`config.mk`:
```
export PLATFORM = sky130hd
export DESIGN_NAME = ebus_ctl
export DESIGN_NICKNAME = d
export VERILOG_FILES = /design/src/rtl/ebus_ctl.sv
export SDC_FILE = /design/constraint.sdc
export NUM_CORES = 1
export LEC_CHECK = 0
export BUFFER_PORTS_ARGS = -buffer_cell sky130_fd_sc_hd__buf_2
export CORE_AREA = 8 8 133 135
export DETAILED_ROUTE_END_ITERATION = 8
export DIE_AREA = 0 0 141 143
export PLACE_DENSITY = 0.77
export SYNTH_ARGS = -nofsm -noshare
export SYNTH_HDL_FRONTEND = slang
export SYNTH_SLANG_ARGS = --single-unit
export TNS_END_PERCENT = 1
```
`constraint.sdc`:
```
create_clock -name clk -period 2.8 [get_ports clk]
set_clock_uncertainty 0.15 [all_clocks]
set_input_delay 0.84 -clock clk [delete_from_list [all_inputs] [get_ports clk]]
set_output_delay 0.84 -clock clk [all_outputs]
set_load 0.02 [all_outputs]
```
`src/rtl/ebus_ctl.sv`:
```
// EBUS owner: registered priority mux of the five EBOX drivers plus the external I/O demand/transfer sequencer.
// Optional macro EBUS_CONFLICT_CHECK_EN builds the multi-driver conflict detector; otherwise ebusConflict is tied low.
module ebus_ctl #(
  parameter int TIMEOUT_CYCLES = 255
) (
  input  logic         clk,
  input  logic         resetN,
  input  logic [0:4]   drivingEBUS,
  input  logic [0:179] drvEBUS,
  output logic [0:35]  EBUS,
  output logic         ebusConflict,
  input  logic         ioReq,
  input  logic         ioWrite,
  input  logic [0:7]   ioDS,
  input  logic [0:35]  ioData,
  output logic         ioBusy,
  output logic         ioDone,
  output logic         ioTimeout,
  output logic [0:35]  ioRdData,
  output logic [0:7]   EBUS_DS,
  output logic         ebusDemand,
  input  logic         ebusXfer,
  input  logic [0:35]  devEBUS
);

  localparam logic [7:0] TMO_LIMIT = 8'(TIMEOUT_CYCLES);

  typedef enum logic [2:0] {IDLE, SETUP, DEMAND, RELEASE, DONE} state_t;

  state_t      state, state_nxt;
  logic [7:0]  cnt;
  logic        tmo_flag;
  logic        wr_lat;
  logic [0:7]  ds_reg;
  logic [0:35] wdata_lat;
  logic [0:35] rd_data;
  logic [0:35] bus, bus_nxt;
  logic        accept, capture, abort, expired;

  assign expired = (cnt == TMO_LIMIT);

  always_comb begin
    state_nxt = state;
    accept    = 1'b0;
    capture   = 1'b0;
    abort     = 1'b0;
    case (state)
      IDLE: begin
        if (ioReq) begin
          accept    = 1'b1;
          state_nxt = SETUP;
        end
      end
      SETUP: state_nxt = DEMAND;
      DEMAND: begin
        // An acknowledge wins over expiry when both land in the same cycle.
        if (ebusXfer) begin
          capture   = 1'b1;
          state_nxt = RELEASE;
        end else if (expired) begin
          abort     = 1'b1;
          state_nxt = DONE;
        end
      end
      RELEASE: begin
        if (!ebusXfer) begin
          state_nxt = DONE;
        end else if (expired) begin
          abort     = 1'b1;
          state_nxt = DONE;
        end
      end
      DONE:    state_nxt = IDLE;
      default: state_nxt = IDLE;
    endcase
  end

  // Bus source priority: I/O write or read capture, then EDP > IR > SCD > APR > CRA, else hold.
  always_comb begin
    bus_nxt = bus;
    if ((state == SETUP || state == DEMAND) && wr_lat)
      bus_nxt = wdata_lat;
    else if (capture && !wr_lat)
      bus_nxt = devEBUS;
    else if (drivingEBUS[0])
      bus_nxt = drvEBUS[0:35];
    else if (drivingEBUS[1])
      bus_nxt = drvEBUS[36:71];
    else if (drivingEBUS[2])
      bus_nxt = drvEBUS[72:107];
    else if (drivingEBUS[3])
      bus_nxt = drvEBUS[108:143];
    else if (drivingEBUS[4])
      bus_nxt = drvEBUS[144:179];
  end

  always_ff @(posedge clk) begin
    if (!resetN) begin
      state <= IDLE;
      cnt   <= 8'd0;
    end else begin
      state <= state_nxt;
      // Counter restarts at 1 on entry to DEMAND or RELEASE so it equals the cycle number within the phase.
      if (state_nxt == DEMAND || state_nxt == RELEASE)
        cnt <= (state_nxt != state) ? 8'd1 : cnt + 8'd1;
      else
        cnt <= 8'd0;
    end
  end

  always_ff @(posedge clk) begin
    if (!resetN) begin
      tmo_flag  <= 1'b0;
      wr_lat    <= 1'b0;
      wdata_lat <= '0;
      ds_reg    <= '0;
      rd_data   <= '0;
      bus       <= '0;
    end else begin
      bus <= bus_nxt;
      if (accept) begin
        tmo_flag  <= 1'b0;
        wr_lat    <= ioWrite;
        wdata_lat <= ioData;
        ds_reg    <= ioDS;
        rd_data   <= '0;
      end else begin
        if (abort)
          tmo_flag <= 1'b1;
        if (capture && !wr_lat)
          rd_data <= devEBUS;
        else if (abort && !wr_lat)
          rd_data <= '0;
        if (state == DONE)
          ds_reg <= '0;
      end
    end
  end

  assign EBUS       = bus;
  assign EBUS_DS    = ds_reg;
  assign ioRdData   = rd_data;
  assign ioBusy     = (state != IDLE);
  assign ioDone     = (state == DONE);
  assign ioTimeout  = (state == DONE) && tmo_flag;
  assign ebusDemand = (state == DEMAND);

`ifdef EBUS_CONFLICT_CHECK_EN
  logic [2:0] drv_count;
  logic       conflict;

  always_comb begin
    drv_count = 3'd0;
    for (int i = 0; i < 5; i++)
      drv_count = drv_count + {2'b00, drivingEBUS[i]};
  end

  always_ff @(posedge clk) begin
    if (!resetN)
      conflict <= 1'b0;
    else
      conflict <= (drv_count > 3'd1);
  end

  assign ebusConflict = conflict;
`else
  assign ebusConflict = 1'b0;
`endif

endmodule

```
After elaboration in Yosys (flattened, before gate mapping)
Index checks and enable logic that the tools add are counted.

Register bits: 129. Input port bits: 270. Output and inout bits: 85. Word-level logic and storage cells: 60.

Add/sub/neg operators: 1. Equal/unequal tests: 8. Multiplexer cells: 25. Bitwise operators: 2. Reductions and logical operators: 15.

Operators by type and width (count): $mux 36 (9); $mux 8 (2); $eq 3x2->1 const B (4); $mux 3 (4); $pmux 3 s4 (1); $add 8x1->8 const B (1); $eq 8x8->1 const B (1); $mux 1 (8); $reduce_bool 7->1 (1); $logic_and 1x1->1 (4); $reduce_bool 2->1 (2); $eq 3x1->1 const B (1); $eq 3x3->1 const B (1); $logic_not 3->1 (1); $ne 3x3->1 (1); $reduce_bool 3->1 (1); $reduce_or 3->1 (1); $logic_or 1x1->1 (2); $not 1->1 (2); $pmux 1 s2 (1); $reduce_and 2->1 (1); $reduce_or 2->1 (1); $logic_not 1->1 (1).

Longest topological paths before layout
Gate-level depths: netlist of run 1.

Depth after elaboration: 8. Gate-level depth with buffers: 8.

Worst setup path before layout of run 1
OpenSTA, ideal clock, no wires.

Path type: input to register. Start: input port drivingEBUS[3] (netlist name). End: register bus, in the netlist EBUS[17]. Setup time: 117 ps. Data arrival time: 2328 ps. Path slack: 204 ps. Stages on the path: 6. Buffers on the path: 2. Path through: buf_2 buf_1 mux2_2 a221oi_1 o32ai_1 a32o_1.

Word-level cells in the longest chain between the ends: 6. Elaborated cells between the ends (all ways): 7. Classes of those cells: mux (6); reduce/logical (1).

Ends and longest elaborated chain: start: declaration (line 8) `input logic [0:4] drivingEBUS,`; $mux 36 (line 91) `else if (drivingEBUS[3])`; $mux 36 (line 89) `else if (drivingEBUS[2])`; $mux 36 (line 87) `else if (drivingEBUS[1])`; $mux 36 (line 85) `else if (drivingEBUS[0])`; $mux 36 (line 83) `else if (capture && !wr_lat)`; $mux 36 (line 81) `if ((state == SETUP || state == DEMAND) && wr_lat)`; end signal: assignment (line 120) `bus <= bus_nxt;`; end: declaration (line 37) `logic [0:35] bus, bus_nxt;`.

Several ways; a longest one is shown, not always the timed one. A chain may end at the register's enable or synchronous reset.

Worst setup path after layout of run 1
Start: register state[0]. End: output port ioTimeout.

Word-level cells in the longest chain between the ends: 2.

Ends and longest elaborated chain: start: declaration (line 30) `state_t state, state_nxt;`; start signal: assignment (line 102) `state <= state_nxt;`; $eq 3x3->1 (line 145) `assign ioTimeout = (state == DONE) && tmo_flag;`; $logic_and 1x1->1 (line 145); end: declaration (line 18) `output logic ioTimeout,`.

No other way between the ends.

==> results.json, run 1 <==
{
  "status": "completed",
  "place_ws_ps": -14.9,
  "gr-total-overflow": 0,
  "period_share_pct": 91.2,
  "post_cts_buffers": 0,
  "worstRegToRegCells": 5,
  "setup_slack_ps": 246,
  "seq_area_frac_synth_pct": 39.0,
  "cts_tree": "done",
  "drv_cap": 0,
  "cts_buffer_depth": 2,
  "synth_cell_types": 52,
  "cp-start-kind": "register",
  "synth_edf_count": 0,
  "cts_root_buf": "clkbuf_16",
  "grt_use_total_pct": 27.3,
  "ys_ff_latch": 129,
  "min_path_type": "register to register",
  "io_pins": 355,
  "p_leak_nw": 4.22,
  "crit_type": "register to output port",
  "drc": 0,
  "clock.fmax_mhz": 392,
  "hold_start": "wdata_lat[7]$_SDFFE_PN0P_",
  "htree_num_levels": 4,
  "vias": 7542,
  "routed_wirelength_um": 28600,
  "synth.avg_cell_area_um2": 8.96,
  "drt-initial-drc-count": 594,
  "fin_hold_ws_ps": 299,
  "min_path_cells": 2,
  "die_h_um": 143,
  "die_x_um": 141,
  "clkLatencyLatePin_ps": 410,
  "stdcell_count": 1297,
  "gp_congestion": 0.892,
  "antenna_left": 0,
  "peakVddDrop_mv": 0.536,
  "maxSlewViolCount": 0,
  "cts_resized": 0,
  "crit-reg2reg-launch": "state[0]$_SDFF_PN0_",
  "multiInputGateArea_um2": 3750,
  "power_mw": 6.27,
  "layout_min_cycle_time_ps": 2550,
  "syn_nets": 1010,
  "crit_arrival_ps": 1560,
  "synthArstFlopShare_pct": 0,
  "synth_area_um2": 6620,
  "worstHoldEndpoint": "wdata_lat[7]$_SDFFE_PN0P_",
  "areaGrowthSynthToFinish_pct": 41.6,
  "cp.required_ps": 1810,
  "dp.cells": 1264,
  "reg2reg_to": "ioRdData[11]$_SDFFE_PP0P_",
  "first_global_vias": 7687,
  "cp-end-kind": "output port",
  "grt_pass1_wl_um": 43100,
  "vias_per_cell": 5.81,
  "place_hpwl_um": 21300,
  "p_per_area_nw_per_um2": 668,
  "synth_flop_cell": "dfxtp_1",
  "cp_max_fo": 14,
  "fin_nets": 1338,
  "rsz0062_at_grt": "no",
  "n_fill_cell": 1382,
  "worst_pin_slew_ps": 1130,
  "finalHoldViolCount": 0,
  "antenna_found_initial": 2,
  "grt_max_degree": 38,
  "num_rows": 46,
  "dieArea_um2": 20200,
  "synthCells": 739,
  "r2r_setup_slack_ps": 250,
  "dr.pass1.iters": 6,
  "start_util_pct": 42.5,
  "drive_gt1_share_pct": 43.9,
  "wire_per_inst_um": 22.0,
  "port-buffer-count": 353,
  "slew_headroom_pct": 24.4,
  "cts_buffers": 17,
  "clk_pin_slew_ps": 60,
  "clkSinkCount": 129,
  "finalSetupViolations": 0,
  "cts_hold_buffers": 0,
  "seqCellArea_um2": 2590,
  "core_um2": 15600,
  "tns_ps": 0,
  "synth_warnings": 0
}
-- worst max-delay path, cell delays in order, from the launching register on --
cell and delay, ps:
dfxtp_1 660, nor3b_2 140, and2_1 190, buf_2 150
-- final cells by class --
| class | count | area share [%] |
|---|---|---|
| Multi-Input combinational cell | 527 | 40.0 |
| Sequential cell | 129 | 27.6 |
| Timing Repair Buffer | 388 | 22.0 |
| Clock buffer | 22 | 5.16 |
| Tap cell | 216 | 2.88 |
| Clock inverter | 10 | 2.16 |
| Inverter | 4 | 0.160 |
| Antenna cell | 1 | 0.0267 |
-- where the power goes --
part / switching, mW / internal (mW) / leakage [nW] / total [mW]
registers: 0.125 / 2.02 / 1.06 / 2.14
clock network: 0.821 / 1.76 / 0.336 / 2.58
logic: 0.908 / 0.633 / 2.83 / 1.54
-- logic make-up (layout without fill, tap and decap cells) --
group / Yosys count / after routing / share of synthesized area [%]
AOI/OAI and AO/OA: 279 / 279 / 33.4
xor gates and xnor gates: 8 / 8 / 1.17
adders and majority gates: 2 / 2 / 0.340
buffers and inverters: 83 / 424 / 5.36
DFF: 129 / 129 / 39.0
muxes: 37 / 37 / 6.27
other: 1 / 2 / 0.0566
and+or+nand+nor: 200 / 200 / 14.5
-- worst max-delay path by stage --
stage / slack, ps / startpoint / endpoint
after detailed placement: -10 / drivingEBUS[1] / EBUS[21]$_SDFFE_PN0P_
after CTS: 30 / state[1]$_SDFF_PN0_ / ioTimeout
after global placement: 30 / drivingEBUS[3] / EBUS[12]$_SDFFE_PN0P_
final: 250 / state[0]$_SDFF_PN0_ / ioTimeout
after floorplan: 200 / drivingEBUS[3] / EBUS[17]$_SDFFE_PN0P_
after global routing: 160 / state[0]$_SDFF_PN0_ / ioTimeout
-- state kept, by name, summed over array words and instances, names as in the netlist --
register,count
ioRdData,36
EBUS,36
wr_lat,1
state,3
tmo_flag,1
EBUS_DS,8
cnt,8
wdata_lat,36
-- cell usage in the layout (no fill, tap or decap), drive strengths merged, types with 9 or more instances in the layout --
cell type | Yosys | routed
clkbuf | 42 | 22
nor2 | 55 | 55
mux2 | 36 | 36
or2 | 39 | 39
a32o | 36 | 36
a221oi | 36 | 36
a22o | 36 | 36
a21o | 36 | 36
o32ai | 29 | 29
o21ai | 10 | 10
nand2 | 79 | 79
dfxtp | 129 | 129
buf | 37 | 388
a21oi | 39 | 39
a32oi | 9 | 9
a22oi | 36 | 36
-- synthesized netlist by cell type (2+ instances only) --
cell	instances	area, um2
a32oi_1	9	78.8
inv_1	3	11.3
buf_1	4	15.0
a22oi_1	36	270
nand2_1	79	297
a21oi_1	39	195
xnor2_1	3	26.3
nor2_1	55	206
and2_1	2	12.5
a221oi_1	36	315
or2_0	36	225
a22o_1	36	315
nor2b_1	3	18.8
clkbuf_1	42	158
nand3_1	3	15.0
nand4_1	3	18.8
buf_2	32	160
a32o_1	36	360
nand2b_1	2	12.5
or2_1	2	12.5
mux2_2	36	405
o22ai_1	8	50.1
o21ai_0	9	45.0
dfxtp_1	129	2580
xor2_1	4	35.0
or3_1	3	18.8
a21o_1	36	270
o32ai_1	29	254
-- per-stage QoR --
step / cell area [um2] / util [%]
3_3_place_gp: 8680 / 55.7
3_5_place_dp: 8680 / 55.7
4_1_cts: 9370 / 60.1
2_1_floorplan: 6620 / -
6_report: 9380 / 60.1
5_1_grt: 9380 / 60.1
-- per-layer routing --
layer	vias up	routed length (um)	global-route usage, %	part of all wire [%]
li1	3463	-	-	-
met3	54	3130	8.98	11
met1	3536	11000	31.7	39
met4	2	503	8.82	1.8
met2	487	13900	46.6	49
met5	-	13	0	0.046
No activity file was read; power rests on OpenSTA's default activity.
==> inputs of run 2 (changes only) <==
- clock period: 2.8 -> 2.5 ns (I/O delays scaled with it)
==> run 2 against run 1 <==
Compared with the run above: utilization rose by 0.10 points; register-to-register slack got worse by 120 ps; global-route usage fell by 0.080 points; critical path type unchanged; largest cell class unchanged.
==> results.json, run 2 (synthesis gave the netlist of run 1 again) <==
{
  "status": "completed",
  "utilization_pct": 60.2,
  "dieArea_um2": 20200,
  "die_h_um": 143,
  "dr.pass1.iters": 5,
  "core_um2": 15600,
  "hold_start": "wdata_lat[27]$_SDFFE_PN0P_",
  "p_leak_nw": 4.22,
  "drv_cap": 0,
  "clkSinkCount": 129,
  "cts_root_buf": "clkbuf_16",
  "worstHoldEndpoint": "wdata_lat[27]$_SDFFE_PN0P_",
  "drt-initial-drc-count": 591,
  "first_global_vias": 7800,
  "grt_max_degree": 39,
  "antenna_found_initial": 5,
  "fin_nets": 1348,
  "dp.cells": 1274,
  "wire_per_inst_um": 21.7,
  "layout_common_cells": "353 x buf_2, 127 x dfxtp_1, 79 x nand2_1",
  "cp-end-kind": "output port",
  "finalSetupViolations": 0,
  "peakVddDrop_mv": 0.456,
  "layout_min_cycle_time_ps": 2460,
  "worst_pin_slew_ps": 1130,
  "finalHoldViolCount": 0,
  "areaGrowthSynthToFinish_pct": 41.9,
  "clk_pin_slew_ps": 60,
  "port-buffer-count": 353,
  "cts_tree": "done",
  "crit_arrival_ps": 1560,
  "routed_wirelength_um": 28400,
  "post_cts_buffers": 0,
  "htree_num_levels": 4,
  "min_path_cells": 2,
  "drive_gt1_share_pct": 44.1,
  "stdcell_count": 1310,
  "cp_max_fo": 7,
  "cts_buffer_depth": 2,
  "start_util_pct": 42.5,
  "r2r_setup_slack_ps": 130,
  "crit_type": "register to output port",
  "grt_pass1_wl_um": 42700,
  "final_area_um2": 9400,
  "clock.fmax_mhz": 406,
  "clkLatencyLatePin_ps": 410,
  "vias": 7587,
  "reg2reg_to": "EBUS[7]$_SDFFE_PN0P_",
  "min_path_type": "register to register",
  "grt_use_total_pct": 27.2,
  "gp_congestion": 0.922,
  "crit-reg2reg-launch": "state[2]$_SDFF_PN0_",
  "vias_per_cell": 5.79,
  "setup_slack_ps": 37.9,
  "p_per_area_nw_per_um2": 692,
  "die_x_um": 141,
  "num_rows": 46,
  "placed_area_um2": 8820,
  "layout_commonest_cell": "buf_2",
  "cp-start-kind": "register",
  "period_share_pct": 98.5,
  "power_mw": 6.50,
  "drc": 0,
  "place_hpwl_um": 21100,
  "worstRegToRegCells": 6,
  "slew_headroom_pct": 24.1,
  "n_fill_cell": 1401,
  "cts_buffers": 17,
  "maxSlewViolCount": 0,
  "io_pins": 355,
  "antenna_left": 0,
  "cp.required_ps": 1600,
  "place_ws_ps": -167,
  "gr-total-overflow": 0
}
[run 2: worst max path at each step]
stage	from	end	slack, ps	cells after the start
global route	state[1]$_SDFF_PN0_	ioTimeout	-0.02	4
floorplan	drivingEBUS[3]	EBUS[21]$_SDFFE_PN0P_	-4	6
finish	state[1]$_SDFF_PN0_	ioBusy	40	3
detailed placement	drivingEBUS[3]	EBUS[21]$_SDFFE_PN0P_	-170	6
CTS	state[1]$_SDFF_PN0_	ioTimeout	3	4
global placement	drivingEBUS[3]	EBUS[21]$_SDFFE_PN0P_	-160	6
[run 2: area by class of cell]
class | count | area [um2] | area share (%)
clock inverters | 10 | 85.1 | 0.905
clock buffers | 22 | 474 | 5.05
inverters | 4 | 15.0 | 0.160
multi-input cells | 527 | 3750 | 39.9
diodes | 4 | 10.0 | 0.107
well taps | 216 | 270 | 2.88
repair buffers | 398 | 2200 | 23.5
flip-flops and latches | 129 | 2580 | 27.5
[run 2: per-layer routing]
| layer | part of all wire, % | global-route usage, % | routed length (um) | up-vias |
|---|---|---|---|---|
| li1 | - | - | - | 3502 |
| met1 | 38 | 31.5 | 10800 | 3572 |
| met2 | 48 | 44.9 | 13600 | 448 |
| met3 | 11 | 8.98 | 3140 | 61 |
| met4 | 2.9 | 12.6 | 813 | 4 |
| met5 | 0.095 | 0 | 27 | - |
[run 2: report_power, final]
| group | switching (mW) | internal [mW] |
|---|---|---|
| Combinational | 1.05 | 0.733 |
| Sequential | 0.116 | 2.26 |
| Clock | 0.912 | 1.44 |
[run 2: critical path, cell delays in order (launching register included)]
cell     delay [ps]
dfxtp_1         380
buf_4           220
or3_1           380
buf_2           170
[run 2: metrics by stage]
step / hold WS [ps] / TNS, ps
floorplan: 282 / -50.8
global placement: 288 / -3410
detailed placement: 292 / -5620
CTS: 299 / 0
global route: 316 / -0.0201
finish: 299 / 0
[run 2: repair_timing]
| item | CTS | global route |
|---|---|---|
| setup endpoints to repair | 0 | 2 |
| resized for setup | 0 | 1 |
| hold endpoints to repair | 0 | 0 |
| hold buffers | 0 | 0 |
==> inputs of run 3 (changes only) <==
- RECOVER_POWER: unset -> 50
==> run 3 against run 2 <==
Compared with the run above: combinational power barely moved; clock power barely moved; final cell count did not move; register-to-register slack barely moved; final area barely moved; total power barely moved; clock-buffer cell count did not move; worst hold slack did not move; critical endpoint unchanged; largest cell class unchanged.
==> results.json, run 3 (synthesis gave the netlist of run 1 again) <==
{
  "status": "completed",
  "cts_buffer_depth": 2,
  "gr-total-overflow": 0,
  "power_frac_seq_pct": 36.5,
  "dr.pass1.iters": 5,
  "cts_buffers": 17,
  "first_global_vias": 7800,
  "utilization_pct": 60.2,
  "finalSetupViolations": 0,
  "layout_commonest_cell": "buf_2",
  "drc": 0,
  "setup_slack_ps": 34.8,
  "post_cts_buffers": 0,
  "vias_per_cell": 5.80,
  "antenna_left": 0,
  "dp.cells": 1274,
  "cp-end-kind": "output port",
  "gp_congestion": 0.922,
  "worst_pin_slew_ps": 1130,
  "place_hpwl_um": 21100,
  "drive_gt1_share_pct": 44.0,
  "finalHoldViolCount": 0,
  "die_h_um": 143,
  "period_share_pct": 98.6,
  "clkLatencyLatePin_ps": 410,
  "core_um2": 15600,
  "slew_headroom_pct": 24.4,
  "p_switching_mw": 2.07,
  "start_util_pct": 42.5,
  "fin_hold_ws_ps": 299,
  "min_path_type": "register to register",
  "power.internal_mw": 4.43,
  "wire_per_inst_um": 21.7,
  "grt_use_total_pct": 27.2,
  "p_leak_nw": 4.22,
  "cp-start-kind": "register",
  "clk_pin_slew_ps": 60,
  "place_ws_ps": -167,
  "num_rows": 46,
  "drt-initial-drc-count": 591,
  "vias": 7604,
  "htree_num_levels": 4,
  "n_fill_cell": 1403,
  "layout_min_cycle_time_ps": 2470,
  "peakVddDrop_mv": 0.456,
  "die_x_um": 141,
  "power_frac_comb_pct": 27.3,
  "p_per_area_nw_per_um2": 692,
  "crit_arrival_ps": 1570,
  "fin_nets": 1348,
  "port-buffer-count": 353,
  "cp_max_fo": 7,
  "swShare_pct": 31.9,
  "dieArea_um2": 20200,
  "io_pins": 355,
  "stdcell_count": 1310,
  "areaGrowthSynthToFinish_pct": 41.8,
  "grt_max_degree": 39,
  "clkSinkCount": 129,
  "drv_cap": 0,
  "routed_wirelength_um": 28400,
  "cts_tree": "done",
  "maxSlewViolCount": 0,
  "clock.fmax_mhz": 406,
  "crit_type": "register to output port",
  "cts_hold_buffers": 0,
  "cts_root_buf": "clkbuf_16",
  "antenna_found_initial": 5,
  "clockPowerShare_pct": 36.1,
  "cp.required_ps": 1600,
  "layout_common_cells": "353 x buf_2, 127 x dfxtp_1, 79 x nand2_1",
  "grt_pass1_wl_um": 42700
}
## run 3: cell count changes in the layout (fill, tap and decap cells not counted), sizes merged
cell | before | now
clkbuf | 22 | 23
buf | 398 | 397
## run 3: power groups by stage
stage	logic, mW	clock network (mW)	registers (mW)
floorplan	0.884	0	2.55
global placement	1.73	0	2.41
detailed placement	1.76	0	2.41
CTS	1.76	2.38	2.37
global route	1.91	2.46	2.39
finish	1.78	2.35	2.38
## run 3: timing repair
action | 4_1_cts | 5_1_grt
resized for setup | 0 | 1
endpoints found under the setup margin | 0 | 2
hold endpoints to repair | 0 | 0
## run 3: path summary, 6_finish.rpt
path | from | slack [ps] | cells past startpoint | end
hold reg to reg | wdata_lat[27]$_SDFFE_PN0P_ | 300 | 2 | wdata_lat[27]$_SDFFE_PN0P_
hold / removal | wdata_lat[27]$_SDFFE_PN0P_ | 300 | 2 | wdata_lat[27]$_SDFFE_PN0P_
setup reg to reg | state[2]$_SDFF_PN0_ | 130 | 6 | EBUS[7]$_SDFFE_PN0P_
setup / recovery | state[1]$_SDFF_PN0_ | 30 | 3 | ioBusy
## run 3: routing by layer
metal  global-route usage (%)  up-vias  share of wire (%)
li1                         -     3503                  -
met1                     31.5     3583                 38
met3                     8.98       61                 11
met2                     44.9      453                 48
met5                        0        -              0.095
met4                     12.6        4                2.8
## run 3: area by class of cell
class,instances,area [um2],share of cell area [%]
flip-flops and latches,129,2580,27.5
well taps,216,270,2.88
clock buffers,22,474,5.05
clock inverters,10,85.1,0.906
diodes,4,10.0,0.107
repair buffers,398,2200,23.4
multi-input cells,527,3750,39.9
inverters,4,15.0,0.160
## run 3: per-stage QoR
step	TNS, ps	power [mW]	instance area [um2]
floorplan	-50.8	3.43	6630
global placement	-3410	4.14	8820
detailed placement	-5620	4.17	8820
CTS	0	6.52	9380
global route	-0.0201	6.77	9390
finish	0	6.50	9390
## run 3: worst max-delay path: stages (launching register included)
cell and delay (ps):
dfxtp_1 380, buf_4 220, or3_1 380, buf_2 170
